--- src/rtl/cfg_lut_k.sv ---
// K-input look-up table element with a serially loaded truth table. The table
// is shifted MSB-first into a shadow, committed atomically, and read through an
// optional output register.
module cfg_lut_k #(
  parameter int                 K    = 4,
  parameter logic [(1<<K)-1:0]  INIT = 16'h6996
) (
  input  logic          clk,
  input  logic          rst_n,
  input  logic [K-1:0]  I,
  input  logic          reg_mode,
  input  logic          ce,
  input  logic          cfg_start,
  input  logic          cfg_valid,
  input  logic          cfg_bit,
  output logic          cfg_busy,
  output logic          cfg_done,
  output logic          Q,
  output logic          O
);

  localparam int             N        = 1 << K;
  localparam logic [K:0]     CNT_LAST = (K+1)'(N - 1);

  typedef enum logic {IDLE, LOAD} state_t;

  state_t          state, state_nxt;
  logic [N-1:0]    table_q, table_nxt;
  // The shadow's top bit would only ever be shifted out or go straight into the
  // commit word, so the shadow stores N-1 bits and the commit uses 'shifted'.
  logic [N-2:0]    shadow_q, shadow_nxt;
  logic [N-1:0]    shifted;
  logic [K:0]      cnt_q, cnt_nxt;
  logic            done_nxt;
  logic            lut_val;

  assign lut_val  = table_q[I];
  assign shifted  = {shadow_q, cfg_bit};
  assign O        = reg_mode ? Q : lut_val;
  assign cfg_busy = (state == LOAD);

  // NOTE: every output of this block is assigned a default first, so no path
  // leaves a signal unassigned and no latch is inferred.
  always_comb begin
    state_nxt  = state;
    table_nxt  = table_q;
    shadow_nxt = shadow_q;
    cnt_nxt    = cnt_q;
    done_nxt   = 1'b0;
    case (state)
      IDLE: begin
        if (cfg_start) begin
          state_nxt = LOAD;
          cnt_nxt   = '0;
        end
      end
      LOAD: begin
        if (cfg_start) begin
          // Restart wins over a coincident valid bit; stale shadow bits are
          // simply overwritten by the fresh load.
          cnt_nxt = '0;
        end else if (cfg_valid) begin
          shadow_nxt = shifted[N-2:0];
          cnt_nxt    = cnt_q + 1'b1;
          if (cnt_q == CNT_LAST) begin
            table_nxt = shifted;
            state_nxt = IDLE;
            done_nxt  = 1'b1;
            cnt_nxt   = '0;
          end
        end
      end
      default: state_nxt = IDLE;
    endcase
  end

  // NOTE: sequential state uses non-blocking assignments so every register
  // samples the values present before the edge (Q sees the old table at commit).
  always_ff @(posedge clk) begin
    if (!rst_n) begin
      // NOTE: the table is real configuration state and must come out of reset
      // as INIT, so it is reset explicitly rather than left uninitialised.
      state    <= IDLE;
      table_q  <= INIT;
      shadow_q <= '0;
      cnt_q    <= '0;
      cfg_done <= 1'b0;
      Q        <= 1'b0;
    end else begin
      state    <= state_nxt;
      table_q  <= table_nxt;
      shadow_q <= shadow_nxt;
      cnt_q    <= cnt_nxt;
      cfg_done <= done_nxt;
      if (ce) Q <= lut_val;
    end
  end

endmodule

--- config.mk ---
export PLATFORM = sky130hd
export DESIGN_NAME = cfg_lut_k
export DESIGN_NICKNAME = d
export VERILOG_FILES = /design/src/rtl/cfg_lut_k.sv
export SDC_FILE = /design/constraint.sdc
export NUM_CORES = 1
export LEC_CHECK = 0
export ABC_CLOCK_PERIOD_IN_PS = 1700
export CAP_MARGIN = 20
export CORE_UTILIZATION = 55
export CTS_CLUSTER_SIZE = 40
export DETAILED_ROUTE_END_ITERATION = 10
export PLACE_DENSITY = 0.87
export SETUP_SLACK_MARGIN = 0.02
export SYNTH_ARGS = -nofsm -noshare
export SYNTH_HDL_FRONTEND = slang
export SYNTH_SLANG_ARGS = --single-unit
--- constraint.sdc ---
create_clock -name clk -period 1.7 [get_ports clk]
set_clock_uncertainty 0.1 [all_clocks]
set_input_delay 0.34 -clock clk [delete_from_list [all_inputs] [get_ports clk]]
set_output_delay 0.34 -clock clk [all_outputs]
set_load 0.01 [all_outputs]
# == Word-level counts from Yosys, hierarchy flattened ==
# Index checks and enable logic that the tools add are counted.
# word_totals
regBits,39
latchBits,0
ram_bits,0
mem_bits_ro,0
input_bits,11
output_inout_bits,4
wordCells,33
memories,0
# op_classes
add_sub_neg,1
n_mul,0
div,0
n_lt_le_gt_ge,1
n_eq_ne,3
shifts,0
muxes,14
bitwise_logic,4
reduce_logical,4
# ops
operator,n
2-to-1 mux 5 bit,4
one-hot mux 5 bit (2 select lines),1
2-to-1 mux 1 bit,7
"adder 5 x 1 -> 5 bit, second input constant",1
"== test 5 x 4 -> 1 bit, second input constant",1
"< comparator 4 x 5 -> 1 bit, second input constant",1
binary-select mux 1 bit (select 4 bit),1
NOT 1 bit,4
AND reduction 4 bit,1
OR reduction 4 bit,1
"!= test 3 bit, second input constant",1
AND reduction 3 bit,1
"!= test 2 bit, second input constant",1
one-hot mux 1 bit (2 select lines),1
AND reduction 2 bit,1

# == Depth between registers and ports, before layout ==
# logic_depth
word_depth,5
ltp_mapped,5
depth_no_buf,5

# == Worst setup path before layout ==
# No wires, ideal clock.
# synth_path
path_kind,in2out
from,in I[1]
to,out O
arrival_time_ns,1.221
required_time_ns,1.260
path_slack_ns,0.039
cell_stages,3
path_cell_list,mux4_1 > mux2i_1 > o221ai_1
# synth_via
elab_chain_cells,3
# synth_rtl
item,line_no,source
from (decl),10,"input logic [K-1:0] I,"
binary-select mux 1 bit (select 4 bit),37,assign lut_val = table_q[I];
2-to-1 mux 1 bit (implied by the code),37,
2-to-1 mux 1 bit,39,assign O = reg_mode ? Q : lut_val;
to (decl),19,output logic O
# No other way between the ends. The select of a mux whose other input is x is not followed.

# == Final worst setup path ==
# layout_path
from,reg table_q[12]
to,out O
# layout_via
elab_chain_cells,3
# layout_rtl
item,line_no,source
from (decl),28,"logic [N-1:0] table_q, table_nxt;"
from (signal assigned),91,table_q <= table_nxt;
binary-select mux 1 bit (select 4 bit),37,
2-to-1 mux 1 bit (implied by the code),37,
2-to-1 mux 1 bit,39,
# No other way between the ends. The select of a mux whose other input is x is not followed.

==> results.py <==
metrics = {
    "logic_synthesis": {
        "synth_warnings": 0,
        "synth.cell_area_mm2": 0.00156,
        "async_reset_ff_frac": 0,
        "synth-seq-area-share": 0.501,
        "synth_nets": 159,
        "synthDistinctLibCells": 40,
        "synth_ff_type": "dfxtp_1",
        "synth_area_per_cell_um2": 10.6,
        "ys_ff_latch": 39,
        "synth_top_area_cell": "dfxtp_1",
        "yosys-top-cells-area": "dfxtp_1, nand2_1, a21boi_0",
        "netlist_instances": 147,
        "synth_top_area_share": 0.501,
        "synth-edff-count": 0,
    },
    "routing": {
        "drtPass1Iterations": 4,
        "wl_mm": 3.76,
        "ant_nets": 0,
        "vias": 1303,
        "drtIter0Drc": 40,
        "viasPerCell": 5.87,
        "drc_errors": 0,
        "route.detailed.wl_per_inst_um": 16.9,
    },
    "outcome": {
        "status": "complete, but fails checks",
        "violations": "negative setup slack",
    },
    "power": {
        "power.density_mw_per_mm2": 821,
        "p_leak_nw": 0.767,
        "vdd_drop_max_mv": 0.682,
    },
    "cells_and_area": {
        "mostFrequentLayoutCells": "nand2_1, dfxtp_1, buf_4",
        "drive_gt1_frac": 0.307,
        "final_util": 0.780,
        "diodes": 0,
        "final_common_cell": "nand2_1",
        "multi_input_area_um2": 747,
        "nets": 203,
        "area_growth_pct": 28.4,
        "stdcell_count": 222,
        "fill_cells": 165,
        "seqCellArea_um2": 791,
    },
    "timing": {
        "rsz0062_at_grt": "yes",
        "setup_total_negative_slack_ns": -0.411,
        "setup_viol_count_final": 1,
        "final-hold-violation-count": 0,
        "worst_slack_ns": -0.411,
        "final.min_clock_period_ns": 2.11,
        "post-route-period-util": 1.24,
        "max-slew-margin-rel": 0.816,
        "slew_viol_final": 0,
        "fmax_mhz": 474,
        "tightest_slew_ns": 0.277,
    },
    "grt": {
        "grt_pass1_vias": 1310,
        "grt_util_all_layers": 0.267,
        "grt_max_degree": 12,
        "grt.overflow.total": 0,
        "antenna_found_initial": 0,
        "grt_pass1_wl_mm": 6.22,
    },
    "setup_path": {
        "cp-end-kind": "output pin",
        "start_kind": "flip-flop",
        "crit_path_max_fanout": 2,
        "cp.required_ns": 1.26,
        "critical_path_class": "flip-flop to output pin",
        "arrival_ns": 1.67,
    },
    "place": {
        "dp_slack_ns": -1.07,
        "dp_cells": 210,
        "hpwl_mm": 2.60,
        "gp_congestion": 0.806,
        "io_buffers": 14,
    },
    "clocking": {
        "htree_levels": 2,
        "clk_latency_ns": 0.34,
        "cts.path.max_buffers": 2,
        "clkTransAtPathRegs_ns": 0.10,
        "cts_root_buf": "clkbuf_4",
        "clkSinkCount": 39,
        "numCtsBuffers": 5,
        "cts_tree": "yes",
    },
    "worst_hold_path": {
        "hp-class": "flip-flop to flip-flop",
    },
    "die": {
        "dieArea_mm2": 0.00305,
        "fp.dieW_um": 55.2,
        "initial_core_util": 0.607,
        "rows": 18,
        "io_pins": 15,
        "fp.dieH_um": 55.2,
        "coreArea_mm2": 0.00257,
    },
    "run": {
        "maxCapViolations": 0,
    },
}
==> through the flow <==
step                      hold slack [ns]  power, mW  instance area (um^2)
after global routing                0.396       1.71                  2000
after floorplan                     0.316       1.01                  1560
final                               0.387       1.64                  2000
after CTS                           0.384       1.66                  2020
after detailed placement            0.364       1.10                  1890
after global placement              0.355       1.09                  1890
==> routing by layer <==
metal,GRT usage,wire (um),vias to the layer above
li1,-,-,627
met1,0.287,1520,633
met2,0.480,1990,32
met3,0.0726,166,11
met4,0.125,91,0
met5,0,0,-
==> report_power, final <==
group	switching, mW	total (mW)	leakage [nW]	internal (mW)
Combinational	0.0794	0.190	0.413	0.110
Clock	0.287	0.531	0.0386	0.243
Sequential	0.00383	0.922	0.315	0.918
Total	0.371	1.64	0.767	1.27
==> synthesized netlist by cell type, types with 2 or more instances <==
cell type and count:
dfxtp_1 39, nand2_1 32, a21boi_0 15, a22o_1 8, o22a_1 8, mux4_1 4, clkbuf_1 3, and3b_1 2
mux2i_1 2, nand3_1 2, nor2_1 2, nor2b_1 2
==> worst max-delay path: stages, from the launching register on <==
cell and delay, ns:
dfxtp_2 0.35, mux4_2 0.49, mux2i_2 0.21, o221ai_1 0.13, buf_2 0.16
==> cell type report <==
cell class | instances | share of cell area
clock buffer | 8 | 0.0344
multi-input combinational | 101 | 0.373
timing repair buffer | 42 | 0.175
sequential | 39 | 0.395
tap | 30 | 0.0188
inverter | 2 | 0.00375
==> cell families (layout without fill, tap and decap cells) <==
logic type | after synthesis | after routing | synth area share
compound gates | 42 | 42 | 0.218
flops | 39 | 39 | 0.501
simple gates | 51 | 51 | 0.168
mux | 6 | 6 | 0.0803
xor+xnor | 1 | 1 | 0.00562
buf+inv | 7 | 52 | 0.0201
fa+ha+maj | 1 | 1 | 0.00802
==> sequential cells by signal (all words and copies together) (netlist names) <==
register / flops
Q: 1
cnt_q: 5
shadow_q: 15
table_q: 16
cfg_busy: 1
cfg_done: 1
==> path summary, 6_finish.rpt <==
path	startpoint	to	slack (ns)	cells after the start
max	table_q[12]$_SDFFE_PN0P_	O	-0.41	4
max reg2reg	cnt_q[0]$_SDFFE_PN0P_	table_q[0]$_SDFFE_PN0P_	0.09	5
min	shadow_q[14]$_SDFFE_PN0P_	shadow_q[14]$_SDFFE_PN0P_	0.39	2
min reg2reg	shadow_q[14]$_SDFFE_PN0P_	shadow_q[14]$_SDFFE_PN0P_	0.39	2
==> repair_timing <==
action | 4_1_cts | 5_1_grt
resized for setup | 27 | 4
endpoints found under the setup margin | 4 | 7
setup buffers | 10 | 2
pin swaps | 2 | 0
hold buffers | 0 | 0
Note: power is estimated with default switching activity, not from simulation.
